===== src/rtl/regfile_fwd_pkg.sv =====
// Shared types and constants for the register file and its bypass network.
// Imported by the interface, the forwarding mux and the top.
package regfile_fwd_pkg;

    localparam int RegNum   = 32;
    localparam int RegAddrW = $clog2(RegNum);
    localparam int RegDataW = 32;

    typedef logic [RegAddrW-1:0] RegAddrBus;
    typedef logic [RegDataW-1:0] RegBus;

    localparam RegBus     ZeroWord     = '0;
    localparam RegAddrBus NOPRegAddr   = '0;
    localparam logic      WriteEnable  = 1'b1;
    localparam logic      WriteDisable = 1'b0;
    localparam logic      ReadEnable   = 1'b1;
    localparam logic      ReadDisable  = 1'b0;

    // Where a read port takes its value from, youngest producer first.
    typedef enum logic [2:0] {
        SRC_ZERO,
        SRC_EX,
        SRC_MEM,
        SRC_WB,
        SRC_ARR
    } fwd_src_e;

endpackage


===== src/rtl/regfile_fwd_if.sv =====
// Bundle of write-back, bypass and read-port signals around the register file.
// The pipeline drives through master; the register file sits on slave.
interface regfile_fwd_if #(
    parameter int AW = 5,
    parameter int DW = 32
);
    logic          ex_wreg;
    logic [AW-1:0] ex_wd;
    logic [DW-1:0] ex_wdata;
    logic          mem_wreg;
    logic [AW-1:0] mem_wd;
    logic [DW-1:0] mem_wdata;
    logic          we;
    logic [AW-1:0] waddr;
    logic [DW-1:0] wdata;
    logic          re1;
    logic [AW-1:0] raddr1;
    logic [DW-1:0] rdata1;
    logic          re2;
    logic [AW-1:0] raddr2;
    logic [DW-1:0] rdata2;
    logic          hilo_we;
    logic [DW-1:0] hi_i;
    logic [DW-1:0] lo_i;
    logic [DW-1:0] hi_o;
    logic [DW-1:0] lo_o;

    modport master (
        output ex_wreg, ex_wd, ex_wdata,
        output mem_wreg, mem_wd, mem_wdata,
        output we, waddr, wdata,
        output re1, raddr1, re2, raddr2,
        output hilo_we, hi_i, lo_i,
        input  rdata1, rdata2, hi_o, lo_o
    );

    modport slave (
        input  ex_wreg, ex_wd, ex_wdata,
        input  mem_wreg, mem_wd, mem_wdata,
        input  we, waddr, wdata,
        input  re1, raddr1, re2, raddr2,
        input  hilo_we, hi_i, lo_i,
        output rdata1, rdata2, hi_o, lo_o
    );

endinterface


===== src/rtl/regfile_fwd_mux.sv =====
// Per-port read selector: reset, disable, r0, then EX > MEM > WB > array.
// Fully combinational; one instance per read port.
module regfile_fwd_mux
    import regfile_fwd_pkg::*;
#(
    parameter int AW = 5,
    parameter int DW = 32
) (
    input  logic          rst,
    input  logic          re,
    input  logic [AW-1:0] raddr,
    input  logic          ex_wreg,
    input  logic [AW-1:0] ex_wd,
    input  logic [DW-1:0] ex_wdata,
    input  logic          mem_wreg,
    input  logic [AW-1:0] mem_wd,
    input  logic [DW-1:0] mem_wdata,
    input  logic          we,
    input  logic [AW-1:0] waddr,
    input  logic [DW-1:0] wdata,
    input  logic [DW-1:0] arr_data,
    output logic [DW-1:0] rdata
);

    fwd_src_e src;

    always_comb begin
        src = SRC_ARR;
        if (!rst) begin
            src = SRC_ZERO;
        end else if (re == ReadDisable) begin
            src = SRC_ZERO;
        end else if (raddr == '0) begin
            src = SRC_ZERO;
        end else if (ex_wreg && ex_wd == raddr) begin
            src = SRC_EX;
        end else if (mem_wreg && mem_wd == raddr) begin
            src = SRC_MEM;
        end else if (we && waddr == raddr) begin
            src = SRC_WB;
        end
    end

    always_comb begin
        rdata = '0;
        unique case (src)
            SRC_ZERO: rdata = '0;
            SRC_EX:   rdata = ex_wdata;
            SRC_MEM:  rdata = mem_wdata;
            SRC_WB:   rdata = wdata;
            SRC_ARR:  rdata = arr_data;
            default:  rdata = '0;
        endcase
    end

endmodule


===== src/rtl/regfile_fwd.sv =====
// General-purpose register file with HI/LO and EX/MEM/WB operand bypass.
// Register 0 has no storage; both read ports share the bypass rules.
module regfile_fwd
    import regfile_fwd_pkg::*;
#(
    parameter int REG_NUM = RegNum,
    parameter int DATA_W  = RegDataW
) (
    input  logic          clk,
    input  logic          rst,
    regfile_fwd_if.slave  rf
);

    localparam int AW = $clog2(REG_NUM);

    logic [DATA_W-1:0] regs [1:REG_NUM-1];
    logic [DATA_W-1:0] hi;
    logic [DATA_W-1:0] lo;
    logic [DATA_W-1:0] arr1;
    logic [DATA_W-1:0] arr2;

    always_ff @(posedge clk or negedge rst) begin
        if (!rst) begin
            for (int i = 1; i < REG_NUM; i++) begin
                regs[i] <= '0;
            end
        end else if (rf.we == WriteEnable && rf.waddr != '0) begin
            regs[rf.waddr] <= rf.wdata;
        end
    end

    always_ff @(posedge clk or negedge rst) begin
        if (!rst) begin
            hi <= '0;
            lo <= '0;
        end else if (rf.hilo_we == WriteEnable) begin
            hi <= rf.hi_i;
            lo <= rf.lo_i;
        end
    end

    // Address 0 never indexes the array; the mux forces it to zero anyway.
    always_comb begin
        arr1 = '0;
        arr2 = '0;
        if (rf.raddr1 != '0) arr1 = regs[rf.raddr1];
        if (rf.raddr2 != '0) arr2 = regs[rf.raddr2];
    end

    regfile_fwd_mux #(.AW(AW), .DW(DATA_W)) u_mux1 (
        .rst       (rst),
        .re        (rf.re1),
        .raddr     (rf.raddr1),
        .ex_wreg   (rf.ex_wreg),
        .ex_wd     (rf.ex_wd),
        .ex_wdata  (rf.ex_wdata),
        .mem_wreg  (rf.mem_wreg),
        .mem_wd    (rf.mem_wd),
        .mem_wdata (rf.mem_wdata),
        .we        (rf.we),
        .waddr     (rf.waddr),
        .wdata     (rf.wdata),
        .arr_data  (arr1),
        .rdata     (rf.rdata1)
    );

    regfile_fwd_mux #(.AW(AW), .DW(DATA_W)) u_mux2 (
        .rst       (rst),
        .re        (rf.re2),
        .raddr     (rf.raddr2),
        .ex_wreg   (rf.ex_wreg),
        .ex_wd     (rf.ex_wd),
        .ex_wdata  (rf.ex_wdata),
        .mem_wreg  (rf.mem_wreg),
        .mem_wd    (rf.mem_wd),
        .mem_wdata (rf.mem_wdata),
        .we        (rf.we),
        .waddr     (rf.waddr),
        .wdata     (rf.wdata),
        .arr_data  (arr2),
        .rdata     (rf.rdata2)
    );

    assign rf.hi_o = !rst ? '0 : (rf.hilo_we ? rf.hi_i : hi);
    assign rf.lo_o = !rst ? '0 : (rf.hilo_we ? rf.lo_i : lo);

endmodule


===== src/flat_wrapper.sv =====
// flat-port wrapper written by rule: the top's interface ports become plain ports
module regfile_fwd_flat import regfile_fwd_pkg::*;
#(
    parameter int REG_NUM = RegNum,
    parameter int DATA_W  = RegDataW
)
  (clk, rst, rf_ex_wreg, rf_ex_wd, rf_ex_wdata, rf_mem_wreg, rf_mem_wd, rf_mem_wdata, rf_we, rf_waddr, rf_wdata, rf_re1, rf_raddr1, rf_re2, rf_raddr2, rf_hilo_we, rf_hi_i, rf_lo_i, rf_rdata1, rf_rdata2, rf_hi_o, rf_lo_o);
  regfile_fwd_if rf_i ();
  input  logic clk;
  input  logic rst;
  input wire logic [$bits(rf_i.ex_wreg)-1:0] rf_ex_wreg;
  input wire logic [$bits(rf_i.ex_wd)-1:0] rf_ex_wd;
  input wire logic [$bits(rf_i.ex_wdata)-1:0] rf_ex_wdata;
  input wire logic [$bits(rf_i.mem_wreg)-1:0] rf_mem_wreg;
  input wire logic [$bits(rf_i.mem_wd)-1:0] rf_mem_wd;
  input wire logic [$bits(rf_i.mem_wdata)-1:0] rf_mem_wdata;
  input wire logic [$bits(rf_i.we)-1:0] rf_we;
  input wire logic [$bits(rf_i.waddr)-1:0] rf_waddr;
  input wire logic [$bits(rf_i.wdata)-1:0] rf_wdata;
  input wire logic [$bits(rf_i.re1)-1:0] rf_re1;
  input wire logic [$bits(rf_i.raddr1)-1:0] rf_raddr1;
  input wire logic [$bits(rf_i.re2)-1:0] rf_re2;
  input wire logic [$bits(rf_i.raddr2)-1:0] rf_raddr2;
  input wire logic [$bits(rf_i.hilo_we)-1:0] rf_hilo_we;
  input wire logic [$bits(rf_i.hi_i)-1:0] rf_hi_i;
  input wire logic [$bits(rf_i.lo_i)-1:0] rf_lo_i;
  output wire logic [$bits(rf_i.rdata1)-1:0] rf_rdata1;
  output wire logic [$bits(rf_i.rdata2)-1:0] rf_rdata2;
  output wire logic [$bits(rf_i.hi_o)-1:0] rf_hi_o;
  output wire logic [$bits(rf_i.lo_o)-1:0] rf_lo_o;
  assign rf_i.ex_wreg = rf_ex_wreg;
  assign rf_i.ex_wd = rf_ex_wd;
  assign rf_i.ex_wdata = rf_ex_wdata;
  assign rf_i.mem_wreg = rf_mem_wreg;
  assign rf_i.mem_wd = rf_mem_wd;
  assign rf_i.mem_wdata = rf_mem_wdata;
  assign rf_i.we = rf_we;
  assign rf_i.waddr = rf_waddr;
  assign rf_i.wdata = rf_wdata;
  assign rf_i.re1 = rf_re1;
  assign rf_i.raddr1 = rf_raddr1;
  assign rf_i.re2 = rf_re2;
  assign rf_i.raddr2 = rf_raddr2;
  assign rf_i.hilo_we = rf_hilo_we;
  assign rf_i.hi_i = rf_hi_i;
  assign rf_i.lo_i = rf_lo_i;
  assign rf_rdata1 = rf_i.rdata1;
  assign rf_rdata2 = rf_i.rdata2;
  assign rf_hi_o = rf_i.hi_o;
  assign rf_lo_o = rf_i.lo_o;
  regfile_fwd #(.REG_NUM(REG_NUM), .DATA_W(DATA_W)) u_core (.clk(clk), .rst(rst), .rf(rf_i));
endmodule

===== config.mk =====
export PLATFORM = sky130hd
export DESIGN_NAME = regfile_fwd_flat
export DESIGN_NICKNAME = d
export VERILOG_FILES = /design/src/rtl/regfile_fwd_pkg.sv /design/src/rtl/regfile_fwd_if.sv /design/src/rtl/regfile_fwd_mux.sv /design/src/rtl/regfile_fwd.sv /design/src/flat_wrapper.sv
export SDC_FILE = /design/constraint.sdc
export NUM_CORES = 2
export LEC_CHECK = 0
export ABC_AREA = 1
export ABC_CLOCK_PERIOD_IN_PS = 2000
export BUFFER_PORTS_ARGS = -buffer_cell sky130_fd_sc_hd__buf_2
export CAP_MARGIN = 20
export CORE_AREA = 2 2 313 315
export DETAILED_ROUTE_END_ITERATION = 6
export DIE_AREA = 0 0 315 317
export GPL_ROUTABILITY_DRIVEN = 0
export PLACE_DENSITY = 0.9
export SYNTH_ARGS = -nofsm -noshare
export SYNTH_HDL_FRONTEND = slang
export SYNTH_SLANG_ARGS = --single-unit

===== constraint.sdc =====
create_clock -name clk -period 2 [get_ports clk]
set_input_delay 0.3 -clock clk [delete_from_list [all_inputs] [get_ports clk]]
set_output_delay 0.3 -clock clk [all_outputs]
set_load 0.1 [all_outputs]

==> reports/qor.csv, run 1 <==
metric,value,unit
result of the run,aborted with a tool error,
root buffer cell,sky130_fd_sc_hd__clkbuf_16,
pin type at the end of the worst path,top-level output,
cell area after technology mapping,0.0592,mm2
I/O pin count,321,
number of distinct library cell variants in the gate-level netlist after synthesis,26,
starting utilization of the core area,0.615,
count of H-tree levels built during CTS,3,
last stage reached,global routing (5_1_grt),
net count of the mapped netlist,8690,
maximum number of pins on one net before global-route repair,163,
mean instance size in the synthesized netlist,6.97,um2
floorplan row count,114,
register bit total from synthesis,1056,
number of buffers between clock root and the deepest sink,3,
endpoint pin with the least setup slack after global-route repair,rf_rdata2[0],
total congestion overflow after global routing,186,
warnings from Yosys,0,
overall routing resource usage,0.719,
Die Span Y,317,um
die width,315,um
tool error message,[ERROR GRT-0232] Routing congestion too high. Check the congestion heatmap in the GUI.,
sequential share of the synthesized area,0.446,
number of buffers created by CTS,110,
number of buffers added on ports,320,
cells after synthesis,8497,
CTS sink cnt,1056,
placement-stage cell area,0.0687,mm2
Final HPWL DP,161,mm
[metrics by stage]
| stage | setup slack, ps | instances |
|---|---|---|
| 2_1_floorplan | -127 | 8497 |
| 3_3_place_gp | -601 | 9858 |
| 3_5_place_dp | -647 | 9858 |
| 4_1_cts | -523 | 10200 |
[synthesized netlist by cell type]
master,n,area share
sky130_fd_sc_hd__a21oi_1,365,0.031
sky130_fd_sc_hd__buf_1,66,0.0042
sky130_fd_sc_hd__buf_2,133,0.011
sky130_fd_sc_hd__buf_4,3,0.00038
sky130_fd_sc_hd__clkbuf_1,516,0.033
sky130_fd_sc_hd__clkinv_1,2,0.00013
sky130_fd_sc_hd__dfrtp_1,1056,0.45
sky130_fd_sc_hd__inv_1,493,0.031
sky130_fd_sc_hd__inv_2,18,0.0011
sky130_fd_sc_hd__nand2_1,3055,0.19
sky130_fd_sc_hd__nand2_2,13,0.0014
sky130_fd_sc_hd__nand3_1,1067,0.090
sky130_fd_sc_hd__nand3b_1,1,0.00013
sky130_fd_sc_hd__nand3b_4,1,0.00034
sky130_fd_sc_hd__nand4_1,159,0.017
sky130_fd_sc_hd__nor2_1,229,0.015
sky130_fd_sc_hd__nor2_2,3,0.00032
sky130_fd_sc_hd__nor2_4,4,0.00076
sky130_fd_sc_hd__nor3_1,25,0.0021
sky130_fd_sc_hd__nor3_2,7,0.0012
sky130_fd_sc_hd__nor3_4,3,0.00082
sky130_fd_sc_hd__nor4_4,1,0.00036
sky130_fd_sc_hd__o211ai_1,270,0.034
sky130_fd_sc_hd__o21a_1,4,0.00051
sky130_fd_sc_hd__o21ai_0,914,0.077
sky130_fd_sc_hd__o21ai_1,89,0.0075
[layer usage]
metal	overflow	track usage
met5	1	0.467
met1	11	0.702
met4	85	0.659
met3	8	0.643
met2	81	0.851
[kinds of logic after synthesis]
logic type,after synthesis,synth area share
AO/OA/AOI/OAI,1642,0.150
buffers and inverters,1231,0.0810
AND/OR/NAND/NOR,4568,0.322
flip-flops,1056,0.446
[what timing repair did]
action / CTS
buffers inserted: 39
setup endpoints to repair: 64
hold buffers: 98
pin swaps: 201
gates resized for setup: 409
hold endpoints to repair: 221
==> inputs of run 2 (changes only) <==
- CORE_AREA: 2 2 313 315 -> 2 2 388 390
- DIE_AREA: 0 0 315 317 -> 0 0 390 392
- PLACE_DENSITY: 0.9 -> unset
- PLACE_DENSITY_LB_ADDON: unset -> 0.15
==> reports/qor.csv, run 2 <==
metric,value,unit,change
result of the run,"finished, violations left",,
violated checks,negative setup slack,,
kind of end point of the critical path,output port,,
layout cells sized above 1,0.203,,
net count of the mapped netlist,8690,,unchanged
clock power share,0.340,,
area share of the leading cell type in the synthesized netlist,0.446,,unchanged
worst endpoint required time,1700,ps,
synthesis-to-finish area growth,33.8,%,
VDD IR max,0.813,mV,
highest clock frequency the design can meet,389,MHz,
vias per cell,5.92,,
dominant synthesized flop cell,sky130_fd_sc_hd__dfrtp_1,,
Min-Delay Path Class,input port to flip-flop,,
count of fill cells added during filler insertion,14000,,
drt drc,0,,
Worst Setup Start Kind,flip-flop,,
Final HPWL DP,185,mm,+15%
max cap viols,0,,
number of enable-type register cells in the synthesized netlist,0,,unchanged
largest registers,"u_core.regs: 992 flops, u_core.hi: 32 flops, u_core.lo: 32 flops",,
biggest area consumer among synthesized cells,sky130_fd_sc_hd__dfrtp_1,,
Die Span Y,392,um,+24%
antenna violations before repair,13,,
number of distinct library cell variants in the gate-level netlist after synthesis,26,,unchanged
cell area after technology mapping,0.0592,mm2,unchanged
Worst-Margin Slew,1190,ps,
number of global-route vias before repair,60800,,
nets@finish,9139,,
total power per unit cell area,872,mW/mm2,
number of buffers created by CTS,121,,+10%
Multi-input gate area,0.0321,mm2,
most frequent cell after synthesis,sky130_fd_sc_hd__nand2_1,,
share of total power consumed by net switching,0.343,,
flip-flop count of the largest register after layout,992,,
overall routing resource usage,0.364,,
cells after synthesis,8497,,unchanged
"FFs w/ async S/R, synth",1.00,,unchanged
remaining antenna violation count,0,,
logic gate share of total power,0.252,,
"most used cell, CP",sky130_fd_sc_hd__nand3_2,,
cell-internal power,45400,uW,
mean instance size in the synthesized netlist,6.97,um2,unchanged
area used by sequential logic in the layout,0.0264,mm2,
number of buffers added on ports,320,,unchanged
die width,390,um,+24%
clock input transition at the sequential cells of the worst setup and hold paths,60,ps,
standard cell with the maximum stage delay on the critical path,sky130_fd_sc_hd__dfrtp_1,,
I/O pin count,321,,unchanged
most frequent cells in the layout,"sky130_fd_sc_hd__nand2_1 (2972), sky130_fd_sc_hd__dfrtp_1 (1056), sky130_fd_sc_hd__o21ai_0 (887), sky130_fd_sc_hd__nand3_1 (704), sky130_fd_sc_hd__inv_1 (387)",,
final setup violation count,64,,
global-route wire length before repair,415,mm,
Switching Power,23700,uW,
"Data arrival, critical path",2270,ps,
CTS sink cnt,1056,,unchanged
maximum number of pins on one net before global-route repair,111,,
dominant cells by area after synthesis,"sky130_fd_sc_hd__dfrtp_1 (45%), sky130_fd_sc_hd__nand2_1 (19%), sky130_fd_sc_hd__nand3_1 (9.0%)",,
maximum fanout along the worst path,3,,
Static Leakage,0.0368,uW,
number of buffers between clock root and the deepest sink,3,,unchanged
largest stage delay on the critical path,360,ps,
relative max-transition margin,0.209,,
register bit total from synthesis,1056,,unchanged
Final Cycle Share,1.29,,
relative contribution of sequential cells to total power,0.408,,
unrepaired setup endpoints after global routing,yes,,
total power of the final layout,69100,uW,
startpoint-to-endpoint class of the critical path,flip-flop to output port,,
most common library cell in the layout ignoring fill and taps,sky130_fd_sc_hd__nand2_1,,
most instantiated cells after synthesis,"sky130_fd_sc_hd__nand2_1 (3055), sky130_fd_sc_hd__nand3_1 (1067), sky130_fd_sc_hd__dfrtp_1 (1056), sky130_fd_sc_hd__o21ai_0 (914), sky130_fd_sc_hd__clkbuf_1 (516)",,
count of vias placed by the detailed router,65100,,
total wirelength of the detailed-routed design,286,mm,
die footprint,0.153,mm2,
starting utilization of the core area,0.398,,-0.217
Max Clock Skew,0,ps,
number of iterations in the first detailed-routing pass,7,,
warnings from Yosys,0,,unchanged
Detailed Route Iter0 Violations,8925,,
CP Cell Sequence,"inv_1, nand2_1, o211ai_1, nand3_1, nand3_2, nand3_4, nand3_2, buf_4, nand2_4, buf_12",,
final setup TNS,-29530,ps,
clock tree from TritonCTS,done,,
total congestion overflow after global routing,0,,
placeable core region,0.149,mm2,
final number of max-transition violations,0,,
root buffer cell,sky130_fd_sc_hd__clkbuf_16,,
clock network latency to the later pin of the worst-skew pair,780,ps,
post-route minimum period,2570,ps,
floorplan row count,142,,+25%
"Worst Setup Slack, final",-574,ps,
routed length per instance,26.0,um,
sequential share of the synthesized area,0.446,,unchanged
register containing the most flip-flops in the final layout,u_core.regs,,
Hold Fails Final Rpt,0,,
count of H-tree levels built during CTS,3,,unchanged
==> run 2: final timing paths <==
path / start / slack [ps] / end / cells past startpoint
setup / recovery: u_core.regs[256]$_DFFE_PN0P_ / -570 / rf_rdata1[0] / 10
hold / removal: rf_wdata[16] / 70 / u_core.regs[880]$_DFFE_PN0P_ / 4
setup reg to reg: u_core.regs[135]$_DFFE_PN0P_ / 1110 / u_core.regs[135]$_DFFE_PN0P_ / 4
hold reg to reg: u_core.hi[31]$_DFF_PN0_ / 480 / u_core.hi[31]$_DFF_PN0_ / 2
max in group asynchronous: rst / 120 / u_core.regs[518]$_DFFE_PN0P_ / 5
min in group asynchronous: rst / 90 / u_core.regs[968]$_DFFE_PN0P_ / 3
==> run 2: what timing repair did <==
| item | 4_1_cts | 5_1_grt |
|---|---|---|
| setup buffers | 10 | 41 |
| gates cloned | 0 | 6 |
| pin swaps | 246 | 250 |
| hold endpoints to repair | 203 | 0 |
| gates resized for setup | 405 | 244 |
| hold buffers | 98 | 0 |
| setup endpoints to repair | 64 | 64 |
==> run 2: through the flow <==
stage	util	setup slack [ps]	cells	hold slack, ps	area (um2)
final	0.532	-574	11000	69.8	79300
after global routing	0.532	-643	11000	91.3	79300
after CTS	0.524	-580	10900	21.8	78000
after detailed placement	0.477	-786	10600	303	71000
after global placement	0.477	-784	10600	300	71000
after floorplan	-	-127	8497	4.41	60800
==> run 2: cells by family (layout without fill, tap and decap cells) <==
group                  Yosys count  in the layout  synth area share
DFF                           1056           1056             0.446
buffers and inverters         1231           1778            0.0810
AOI/OAI and AO/OA             1642           1642             0.150
and+or+nand+nor               4568           4568             0.322
other                            0              3                 0
==> run 2: layout make-up <==
type | instances | area share
antenna | 3 | 0.0000947
clock buffer | 169 | 0.0438
clock inverter | 52 | 0.00892
inverter | 513 | 0.0248
multi-input combinational | 6210 | 0.405
sequential | 1056 | 0.333
tap | 1944 | 0.0307
timing repair buffer | 1044 | 0.153
==> run 2: critical path, delay by kind of cell (launching register included) <==
family | cells | cell delay (ps)
and+or+nand+nor | 6 | 630
buffers and inverters | 3 | 380
DFF | 1 | 360
AOI/OAI and AO/OA | 1 | 80
==> run 2: power groups by stage <==
| stage | Combinational [uW] | Clock, uW | Sequential [uW] |
|---|---|---|---|
| floorplan | 9940 | 0 | 27600 |
| CTS | 16600 | 23700 | 28000 |
| detailed placement | 15800 | 0 | 28300 |
| global route | 19100 | 24600 | 28600 |
| finish | 17400 | 23500 | 28200 |
| global placement | 15500 | 0 | 28200 |
==> run 2: routing by layer <==
metal | track usage | routed length [um]
met3 | 0.114 | 39400
met1 | 0.493 | 112000
met2 | 0.531 | 119000
met4 | 0.164 | 14900
met5 | 0 | 72
No activity file was read; power rests on OpenSTA's default activity.
